<file path="src/rtl/atm_account_arbiter_pkg.sv">
// Shared constants for the ATM account arbiter: opcodes, FSM encoding,
// default widths and the response flag bundle.
package atm_pkg;

  localparam logic [1:0] OP_NONE     = 2'b00;
  localparam logic [1:0] OP_DEPOSIT  = 2'b01;
  localparam logic [1:0] OP_WITHDRAW = 2'b10;
  localparam logic [1:0] OP_BALANCE  = 2'b11;

  localparam logic [1:0] ST_IDLE = 2'd0;
  localparam logic [1:0] ST_EXEC = 2'd1;
  localparam logic [1:0] ST_RESP = 2'd2;

  localparam int ATM_N_TERM = 4;
  localparam int ATM_ACCT_W = 3;
  localparam int ATM_BAL_W  = 8;

  typedef struct packed {
    logic no_balance;
    logic overflow;
    logic illegal_op;
  } rsp_flags_t;

endpackage

</file>
<file path="src/rtl/atm_account_arbiter_if.sv">
// Terminal-side bus of the account arbiter plus a debug view of the FSM state.
// Handshake: a terminal raises req[i] with its operands and holds both stable
// until it sees grant[i]; the response for that grant arrives with done on the
// following cycle, tagged by rsp_id.
interface atm_account_arbiter_if #(
  parameter int N_TERM = 4,
  parameter int ACCT_W = 3,
  parameter int BAL_W  = 8
);
  localparam int ID_W = $clog2(N_TERM);

  logic [N_TERM-1:0]        req;
  logic [2*N_TERM-1:0]      op;
  logic [ACCT_W*N_TERM-1:0] card_no;
  logic [BAL_W*N_TERM-1:0]  amount;
  logic [N_TERM-1:0]        grant;
  logic                     done;
  logic [ID_W-1:0]          rsp_id;
  logic [BAL_W-1:0]         rsp_balance;
  logic                     no_balance;
  logic                     overflow;
  logic                     illegal_op;
  logic                     busy;
  logic [1:0]               state;

  modport master (
    output req, op, card_no, amount,
    input  grant, done, rsp_id, rsp_balance, no_balance, overflow, illegal_op,
           busy, state
  );

  modport slave (
    input  req, op, card_no, amount,
    output grant, done, rsp_id, rsp_balance, no_balance, overflow, illegal_op,
           busy, state
  );
endinterface

</file>
<file path="src/rtl/atm_account_arbiter_rr_arbiter.sv">
// Combinational round-robin picker: first set request at or after ptr,
// wrapping cyclically; returns both one-hot and binary forms.
module atm_rr_arbiter #(
  parameter int N = 4,
  localparam int IDX_W = $clog2(N)
) (
  input  logic [N-1:0]     req,
  input  logic [IDX_W-1:0] ptr,
  output logic [N-1:0]     pick,
  output logic [IDX_W-1:0] index
);

  logic             found;
  logic [IDX_W-1:0] slot;

  always_comb begin
    pick  = '0;
    index = '0;
    found = 1'b0;
    slot  = '0;
    for (int k = 0; k < N; k++) begin
      slot = IDX_W'((int'(ptr) + k) % N);
      if (!found && req[slot]) begin
        found       = 1'b1;
        pick[slot]  = 1'b1;
        index       = slot;
      end
    end
  end

endmodule

</file>
<file path="src/rtl/atm_account_arbiter.sv">
// Serialises terminal transactions onto one balance bank: round-robin pick,
// read-modify-write in EXEC, one-cycle registered response in RESP.
module atm_account_arbiter
  import atm_pkg::*;
#(
  parameter int N_TERM = ATM_N_TERM,
  parameter int ACCT_W = ATM_ACCT_W,
  parameter int BAL_W  = ATM_BAL_W,
  parameter logic [BAL_W-1:0] INIT_BALANCE = BAL_W'(100)
) (
  input logic clk,
  input logic rst,
  atm_account_arbiter_if.slave bus
);

  localparam int ID_W  = $clog2(N_TERM);
  localparam int DEPTH = 1 << ACCT_W;

  logic [1:0]        state;
  logic [ID_W-1:0]   ptr;
  logic [ID_W-1:0]   id_q;
  logic [1:0]        op_q;
  logic [ACCT_W-1:0] card_q;
  logic [BAL_W-1:0]  amt_q;
  logic [BAL_W-1:0]  bank [DEPTH];

  logic [N_TERM-1:0] grant_q;
  logic              done_q;
  logic [ID_W-1:0]   rsp_id_q;
  logic [BAL_W-1:0]  rsp_bal_q;
  rsp_flags_t        flags_q;
  logic              busy_q;

  logic [N_TERM-1:0] pick;
  logic [ID_W-1:0]   pick_idx;
  logic [1:0]        sel_op;
  logic [ACCT_W-1:0] sel_card;
  logic [BAL_W-1:0]  sel_amt;

  atm_rr_arbiter #(.N(N_TERM)) u_rr (
    .req   (bus.req),
    .ptr   (ptr),
    .pick  (pick),
    .index (pick_idx)
  );

  always_comb begin
    sel_op   = '0;
    sel_card = '0;
    sel_amt  = '0;
    for (int k = 0; k < N_TERM; k++) begin
      if (pick_idx == ID_W'(k)) begin
        sel_op   = bus.op[2*k +: 2];
        sel_card = bus.card_no[ACCT_W*k +: ACCT_W];
        sel_amt  = bus.amount[BAL_W*k +: BAL_W];
      end
    end
  end

  // ALU: refused transactions report the unchanged balance and skip the write.
  logic [BAL_W-1:0] cur_bal;
  logic [BAL_W:0]   sum;
  logic [BAL_W-1:0] new_bal;
  logic             wr_en;
  rsp_flags_t       flags;

  assign cur_bal = bank[card_q];
  assign sum     = {1'b0, cur_bal} + {1'b0, amt_q};

  always_comb begin
    new_bal = cur_bal;
    wr_en   = 1'b0;
    flags   = '0;
    case (op_q)
      OP_DEPOSIT: begin
        if (sum[BAL_W]) begin
          flags.overflow = 1'b1;
        end else begin
          new_bal = sum[BAL_W-1:0];
          wr_en   = 1'b1;
        end
      end
      OP_WITHDRAW: begin
        if (amt_q > cur_bal) begin
          flags.no_balance = 1'b1;
        end else begin
          new_bal = cur_bal - amt_q;
          wr_en   = 1'b1;
        end
      end
      OP_BALANCE: ;
      default: flags.illegal_op = 1'b1;
    endcase
  end

  always_ff @(posedge clk) begin
    if (rst) begin
      state     <= ST_IDLE;
      ptr       <= '0;
      id_q      <= '0;
      op_q      <= OP_NONE;
      card_q    <= '0;
      amt_q     <= '0;
      grant_q   <= '0;
      done_q    <= 1'b0;
      rsp_id_q  <= '0;
      rsp_bal_q <= '0;
      flags_q   <= '0;
      busy_q    <= 1'b0;
      for (int a = 0; a < DEPTH; a++) begin
        bank[a] <= INIT_BALANCE;
      end
    end else begin
      case (state)
        ST_IDLE: begin
          done_q <= 1'b0;
          if (|bus.req) begin
            id_q    <= pick_idx;
            op_q    <= sel_op;
            card_q  <= sel_card;
            amt_q   <= sel_amt;
            grant_q <= pick;
            busy_q  <= 1'b1;
            state   <= ST_EXEC;
          end
        end
        ST_EXEC: begin
          grant_q <= '0;
          if (wr_en) begin
            bank[card_q] <= new_bal;
          end
          rsp_id_q  <= id_q;
          rsp_bal_q <= new_bal;
          flags_q   <= flags;
          done_q    <= 1'b1;
          state     <= ST_RESP;
        end
        ST_RESP: begin
          done_q <= 1'b0;
          busy_q <= 1'b0;
          ptr    <= (id_q == ID_W'(N_TERM - 1)) ? '0 : id_q + 1'b1;
          state  <= ST_IDLE;
        end
        default: state <= ST_IDLE;
      endcase
    end
  end

  assign bus.grant       = grant_q;
  assign bus.done        = done_q;
  assign bus.rsp_id      = rsp_id_q;
  assign bus.rsp_balance = rsp_bal_q;
  assign bus.no_balance  = flags_q.no_balance;
  assign bus.overflow    = flags_q.overflow;
  assign bus.illegal_op  = flags_q.illegal_op;
  assign bus.busy        = busy_q;
  assign bus.state       = state;

endmodule

</file>
<file path="src/flat_wrapper.sv">
// flat-port wrapper written by rule: the top's interface ports become plain ports
module atm_account_arbiter_flat import atm_pkg::*;
#(
  parameter int N_TERM = ATM_N_TERM,
  parameter int ACCT_W = ATM_ACCT_W,
  parameter int BAL_W  = ATM_BAL_W,
  parameter logic [BAL_W-1:0] INIT_BALANCE = BAL_W'(100)
)
  (clk, rst, bus_req, bus_op, bus_card_no, bus_amount, bus_grant, bus_done, bus_rsp_id, bus_rsp_balance, bus_no_balance, bus_overflow, bus_illegal_op, bus_busy, bus_state);
  atm_account_arbiter_if #(.N_TERM(N_TERM), .ACCT_W(ACCT_W), .BAL_W(BAL_W)) bus_i ();
  input logic clk;
  input logic rst;
  input wire logic [$bits(bus_i.req)-1:0] bus_req;
  input wire logic [$bits(bus_i.op)-1:0] bus_op;
  input wire logic [$bits(bus_i.card_no)-1:0] bus_card_no;
  input wire logic [$bits(bus_i.amount)-1:0] bus_amount;
  output wire logic [$bits(bus_i.grant)-1:0] bus_grant;
  output wire logic [$bits(bus_i.done)-1:0] bus_done;
  output wire logic [$bits(bus_i.rsp_id)-1:0] bus_rsp_id;
  output wire logic [$bits(bus_i.rsp_balance)-1:0] bus_rsp_balance;
  output wire logic [$bits(bus_i.no_balance)-1:0] bus_no_balance;
  output wire logic [$bits(bus_i.overflow)-1:0] bus_overflow;
  output wire logic [$bits(bus_i.illegal_op)-1:0] bus_illegal_op;
  output wire logic [$bits(bus_i.busy)-1:0] bus_busy;
  output wire logic [$bits(bus_i.state)-1:0] bus_state;
  assign bus_i.req = bus_req;
  assign bus_i.op = bus_op;
  assign bus_i.card_no = bus_card_no;
  assign bus_i.amount = bus_amount;
  assign bus_grant = bus_i.grant;
  assign bus_done = bus_i.done;
  assign bus_rsp_id = bus_i.rsp_id;
  assign bus_rsp_balance = bus_i.rsp_balance;
  assign bus_no_balance = bus_i.no_balance;
  assign bus_overflow = bus_i.overflow;
  assign bus_illegal_op = bus_i.illegal_op;
  assign bus_busy = bus_i.busy;
  assign bus_state = bus_i.state;
  atm_account_arbiter #(.N_TERM(N_TERM), .ACCT_W(ACCT_W), .BAL_W(BAL_W), .INIT_BALANCE(INIT_BALANCE)) u_core (.clk(clk), .rst(rst), .bus(bus_i));
endmodule
</file>
<file path="config.mk">
export PLATFORM = sky130hd
export DESIGN_NAME = atm_account_arbiter_flat
export DESIGN_NICKNAME = d
export VERILOG_FILES = /design/src/rtl/atm_account_arbiter_pkg.sv /design/src/rtl/atm_account_arbiter_if.sv /design/src/rtl/atm_account_arbiter_rr_arbiter.sv /design/src/rtl/atm_account_arbiter.sv /design/src/flat_wrapper.sv
export SDC_FILE = /design/constraint.sdc
export NUM_CORES = 1
export LEC_CHECK = 0
export ABC_CLOCK_PERIOD_IN_PS = 6000
export CAP_MARGIN = 20
export CORE_ASPECT_RATIO = 0.5
export CORE_MARGIN = 3
export CORE_UTILIZATION = 56
export CTS_CLUSTER_DIAMETER = 40
export DETAILED_ROUTE_END_ITERATION = 8
export PLACE_DENSITY = 0.81
export SYNTH_ARGS = -nofsm -noshare
export SYNTH_HDL_FRONTEND = slang
export SYNTH_SLANG_ARGS = --single-unit
</file>
<file path="constraint.sdc">
create_clock -name clk -period 6 [get_ports clk]
set_input_delay 0.6 -clock clk [delete_from_list [all_inputs] [get_ports clk]]
set_output_delay 0.6 -clock clk [all_outputs]
set_load 0.05 [all_outputs]
</file>
# == Word-level counts from Yosys, hierarchy flattened ==
# Memories as Yosys holds them, arrays and structs flattened. A register that Yosys moved wholly into a read port is not among the register bits.
# Index checks and enable logic that the tools add are counted.
# totals
in_bits,58
ram_bits,64
word_cells,134
memories,1
ff_bits,38
output_inout_bits,21
# memory_table
memory,depth,width,rd,rd_clocked_by_memory_dff,write_ports,line,source
u_core.bank,8,8,1,1,8,atm_account_arbiter.sv:25,logic [BAL_W-1:0] bank [DEPTH];
# classes
bitwise_logic,3
n_eq_ne,10
muxes,69
order_cmp,9
n_reduce_logical,22
addsub,6
# op_table
op,n
2-to-1 mux 8 bit,7
2-to-1 mux 1 bit,26
2-to-1 mux 3 bit,7
2-to-1 mux 2 bit,10
2-to-1 mux 4 bit,5
one-hot mux 8 bit (2 select lines),1
"equality test 2 bit, second input constant",6
"less-than comparator 2 x 3 -> 1 bit, second input constant",4
OR 4 bit,3
adder 8 x 8 -> 9 bit,1
binary-select mux 1 bit (select 2 bit),4
demux 1 bit (select 2 bit),4
">= comparator 2 x 1 -> 1 bit, second input constant",4
> comparator 8 bit,1
one-hot mux 4 bit (2 select lines),1
OR reduction 8 bit,1
subtractor 8 bit,1
logical AND 1 bit,7
"equality test 2 x 1 -> 1 bit, second input constant",3
one-hot mux 1 bit (2 select lines),3
AND reduction 2 bit,3
nonzero test 2 bit,3
"adder 2 x 1 -> 2 bit, second input constant",2
"adder 2 bit, second input constant",2
other kinds (7),10

# == Logic depth before layout (Yosys ltp) ==
# depth
word_depth,19
mapped_depth,16
ltp_nobuf,12

# == Modules after synthesis ==
# A second synthesis with hierarchy kept.
# unflattened
cells_unflattened,544
area_unflattened_um2,5997.0
# by_module_without_submodules
mod,seq_area_each_um2,cells_per_inst,area_each_um2,instances
atm_account_arbiter,2742.6,498,5577.8,1
atm_rr_arbiter,0.0,46,419.2,1

# == Worst setup path after synthesis ==
# No wires, ideal clock.
# synth_timing
path_kind,reg2reg
from,register with a tool-made name
to,"memory u_core.bank[1][0], enable pin"
setup_time_ns,0.334
period_less_slack_ns,4.606
arrival_ns,4.272
stages_incl_launch_ff,16
required_time_ns,5.666
path_slack_ns,1.394
n_path_buf,4
cell_sequence,dfxtp_1 clkbuf_1 buf_2 mux4_2 mux2_2 ha_1 fa_1 or2b_2 a2111oi_4 o31ai_4 a21oi_2 or4_4 buf_6 or3_1 buf_6 nand2b_1
# synth_rtl
item,line
"end, declared",atm_account_arbiter.sv:25

==> impl_metrics.env <==
export IMPL_relSlewSlack_pct=23.8
export IMPL_cellLeakagePower_nw=2.46
export IMPL_post_synth_main_area_contributors="sky130_fd_sc_hd__edfxtp_1 (32%), sky130_fd_sc_hd__dfxtp_1 (14%), sky130_fd_sc_hd__mux4_2 (5.9%)"
export IMPL_worst_slack_ns=1.14
export IMPL_drt_vias_per_instance=6.05
export IMPL_finish_net_count=710
export IMPL_p_per_area_mw_per_mm2=290
export IMPL_area_of_the_placeable_core_mm2=0.0104
export IMPL_diode_insertion_count_for_antenna_repair=0
export IMPL_cts_root_buf="sky130_fd_sc_hd__clkbuf_16"
export IMPL_worst_skew_pair_late_latency_ns=0.35
export IMPL_timing_max_cap_violations=0
export IMPL_cp_start_kind="flop"
export IMPL_detail_route_drc_violations=0
export IMPL_post_cts_buffers=0
export IMPL_worst_ep_required_time_ns=6.02
export IMPL_setup_viol=0
export IMPL_fill_cells=778
export IMPL_final_layout_size_suffix_gt1_share_pct=12.4
export IMPL_seq_area_mm2=0.00274
export IMPL_worst_pin_slew_ns=1.11
export IMPL_period_share_pct=81.1
export IMPL_synth_seq_cells=105
export IMPL_hpwlAfterDp_mm=10.9
export IMPL_cts_htree_levels=3
export IMPL_timing_fmax_ghz=0.206
export IMPL_ys_types=65
export IMPL_min_delay_path_depth=2
export IMPL_total_wire_length_mm=14.7
export IMPL_clock_sinks=105
export IMPL_grt_overflow_total=0
export IMPL_port_buffer_count=78
export IMPL_floorplan_io_pins=79
export IMPL_worst_path_max_delay_cell="sky130_fd_sc_hd__dfxtp_1"
export IMPL_finish_cell_count_without_fillers=767
export IMPL_place_congestion=0.891
export IMPL_wire_per_inst_um=19.1
export IMPL_worst_hold_startpoint="u_core.bus.rsp_id[1]$_SDFFE_PP0P_"
export IMPL_place_ws_ns=1.14
export IMPL_yosysWarningCount=0
export IMPL_min_to="u_core.bus.rsp_id[1]$_SDFFE_PP0P_"
export IMPL_cts_hold_buffers=0
export IMPL_final_period_minus_worst_setup_slack_ns=4.86
export IMPL_setup_repair_after_global_routing_missed_its_margin="no"
export IMPL_tritoncts="done"
export IMPL_final_hold_slack_ns=0.457
export IMPL_timing_setup_critical_path_class="reg -> reg"
export IMPL_synth_edff_count=64
export IMPL_setup_worst_path_end_class="flop"
export IMPL_total_power_mw=2.08
export IMPL_die_x_um=153
export IMPL_first_global_vias=4594
export IMPL_die_area_mm2=0.0122
export IMPL_synth_net_count=654
export IMPL_postSynthCellCount=566
export IMPL_hold_viol_final=0
export IMPL_initial_utilization_pct=58.5
export IMPL_cp_cell_instances="buf_4 -> mux4_2 -> mux2_2 -> ha_1 -> nor2_2 -> a21bo_4 -> o31ai_4 -> a21oi_2 -> or4_4 -> or3_1 -> nand2b_1"
export IMPL_ant_nets=0
export IMPL_timing_setup_tns_ns=0
export IMPL_total_routing_usage_gr_pct=24.7
export IMPL_detailed_router_s_first_iteration_violation_count=435
export IMPL_synthesis_area_per_instance_um2=10.7
export IMPL_synthToLayoutAreaGrowth_pct=17.9
export IMPL_maximum_number_of_pins_on_one_net_before_global_route_repair=33
export IMPL_std_cell_rows=26
export IMPL_synth_sequential_area_ratio_pct=45.1
export IMPL_syn_cell_area_mm2=0.00607
export IMPL_post_cts_resize_count=0
export IMPL_worstReg2RegEnd="u_core.bank[1][1]$_SDFFCE_PN0P_"
export IMPL_async_reset_ff_share_pct=0
export IMPL_vdd_drop_max_uv=182
export IMPL_fin_area_mm2=0.00716
export IMPL_min_delay_path_class="reg -> reg"
export IMPL_clk_transition_reported_paths_ns=0.07
export IMPL_floorplan_die_height_um=79.6
export IMPL_critPathArrivalTime_ns=4.88
export IMPL_reg2regPathDepth=11
export IMPL_number_of_clock_buffers_inserted_by_tritoncts=9
export IMPL_multi_input_area_mm2=0.00307
export IMPL_placed_cell_count=751
export IMPL_max_stage_delay_ns=0.68
export IMPL_run_status="finished, final reports clean"
export IMPL_finish_utilization_pct=69.0
export IMPL_detailroute_via_count=4643
export IMPL_cp_max_fo=11
export IMPL_yosys_area_top_type_share_pct=31.6
export IMPL_report_final_slew_viol_count=0
export IMPL_cell_area_after_placement_mm2=0.00688
export IMPL_grt_pass1_wl_mm=23.5
export IMPL_r2r_setup_slack_ns=1.14
export IMPL_synthDominantAreaCellType="sky130_fd_sc_hd__edfxtp_1"
export IMPL_cts_max_path_buffers=2
export IMPL_number_of_antenna_violations_at_the_first_check_in_global_routing=0
export IMPL_synth_ff_type="sky130_fd_sc_hd__edfxtp_1"
export IMPL_fin_skew_ns=0.00886
export IMPL_firstDrtPassIters=5
[layout by cell type (no fill, tap or decap), types with 7 or more instances in the layout]
cell and count:
sky130_fd_sc_hd__edfxtp_1 64, sky130_fd_sc_hd__nor2_1 64, sky130_fd_sc_hd__ha_1 28, sky130_fd_sc_hd__inv_1 19
sky130_fd_sc_hd__clkdlybuf4s50_1 78, sky130_fd_sc_hd__o21ai_0 19, sky130_fd_sc_hd__nand3_1 12, sky130_fd_sc_hd__a21oi_1 29
sky130_fd_sc_hd__mux4_2 16, sky130_fd_sc_hd__a211oi_1 7, sky130_fd_sc_hd__mux2i_1 34, sky130_fd_sc_hd__a2bb2oi_1 11
sky130_fd_sc_hd__nand2_1 46, sky130_fd_sc_hd__nand2b_1 13, sky130_fd_sc_hd__nor2b_1 8, sky130_fd_sc_hd__mux2_2 10
sky130_fd_sc_hd__clkbuf_16 9, sky130_fd_sc_hd__dfxtp_1 41, sky130_fd_sc_hd__nor3_1 12
[kinds of logic (layout without fill, tap and decap cells)]
family	Yosys count	count (layout)	share of synthesized area [%]
compound gates	126	126	15.9
buf+inv	57	118	4.28
mux	60	60	13.4
simple gates	186	186	14.6
flops	105	105	45.1
fa+ha+maj	30	30	6.43
xor+xnor	2	2	0.288
[Yosys cell counts, types with 3 or more instances]
library cell,n
sky130_fd_sc_hd__nor3_1,12
sky130_fd_sc_hd__or2_2,3
sky130_fd_sc_hd__edfxtp_1,64
sky130_fd_sc_hd__nor2_1,64
sky130_fd_sc_hd__o31a_2,3
sky130_fd_sc_hd__nor3b_1,5
sky130_fd_sc_hd__a22o_1,4
sky130_fd_sc_hd__nand2_1,46
sky130_fd_sc_hd__ha_1,28
sky130_fd_sc_hd__a21oi_2,4
sky130_fd_sc_hd__o21ai_0,19
sky130_fd_sc_hd__mux2_2,10
sky130_fd_sc_hd__o211ai_1,3
sky130_fd_sc_hd__nand3_1,12
sky130_fd_sc_hd__or2_0,3
sky130_fd_sc_hd__a21oi_1,29
sky130_fd_sc_hd__a2bb2oi_1,11
sky130_fd_sc_hd__nor2_2,5
sky130_fd_sc_hd__clkbuf_1,24
sky130_fd_sc_hd__nor2b_1,8
sky130_fd_sc_hd__o221ai_1,3
sky130_fd_sc_hd__dfxtp_1,41
sky130_fd_sc_hd__or3_1,4
sky130_fd_sc_hd__buf_6,4
sky130_fd_sc_hd__inv_1,19
sky130_fd_sc_hd__o21a_1,5
sky130_fd_sc_hd__a211oi_1,7
sky130_fd_sc_hd__nand2b_1,13
sky130_fd_sc_hd__mux4_2,16
sky130_fd_sc_hd__o31a_1,3
sky130_fd_sc_hd__buf_2,7
sky130_fd_sc_hd__a222oi_1,4
sky130_fd_sc_hd__mux2i_1,34
[state kept, by name (all words and copies together) (netlist names), named ones only]
signal,count
u_core.amt_q,8
u_core.bank,64
u_core.bus.busy,1
u_core.bus.done,1
u_core.bus.grant,4
u_core.bus.illegal_op,1
u_core.bus.no_balance,1
u_core.bus.overflow,1
u_core.bus.rsp_balance,8
u_core.bus.rsp_id,2
u_core.bus.state,2
u_core.card_q,3
u_core.id_q,2
u_core.op_q,2
u_core.ptr,2
[how the worst max path moves through the flow]
stage | from | to | slack, ns
4_1_cts | flop | u_core.bank[1][4]$_SDFFCE_PN0P_ | 1.13
3_5_place_dp | flop | u_core.bank[1][6]$_SDFFCE_PN1P_ | 1.14
2_1_floorplan | flop | u_core.bank[1][0]$_SDFFCE_PN0P_ | 1.39
5_1_grt | flop | u_core.bank[1][7]$_SDFFCE_PN0P_ | 0.85
6_report | flop | u_core.bank[1][1]$_SDFFCE_PN0P_ | 1.14
3_3_place_gp | flop | u_core.bank[1][2]$_SDFFCE_PN1P_ | 1.26
[worst max-delay path: cells and delay by family (launching register included)]
| kind | cells | cell delay (ns) |
|---|---|---|
| mux | 2 | 0.86 |
| fa+ha+maj | 1 | 0.56 |
| compound gates | 3 | 0.68 |
| buf+inv | 1 | 0.29 |
| simple gates | 4 | 1.44 |
| flops | 1 | 0.68 |
[per-layer routing]
metal | up-vias | track usage (%) | share of wire [%]
met4 | 0 | 6.40 | 1.2
met5 | - | 0 | 0
met3 | 23 | 6.71 | 7.8
met2 | 185 | 39.4 | 46
li1 | 2199 | - | -
met1 | 2236 | 33.7 | 45
[cell type report]
| class | instances | share of cell area (%) |
|---|---|---|
| well taps | 140 | 2.45 |
| clock inverters | 7 | 0.839 |
| multi-input cells | 404 | 42.9 |
| flip-flops and latches | 105 | 38.3 |
| repair buffers | 82 | 11.3 |
| inverters | 20 | 1.05 |
| clock buffers | 9 | 3.15 |
[report_power, final]
group / internal, mW / leakage (nW) / total, mW / switching, mW
logic: 0.261 / 1.42 / 0.658 / 0.398
registers: 0.803 / 0.913 / 0.854 / 0.0503
clock network: 0.289 / 0.136 / 0.566 / 0.278
total: 1.35 / 2.46 / 2.08 / 0.725
Power figures use the tool's default switching activity.
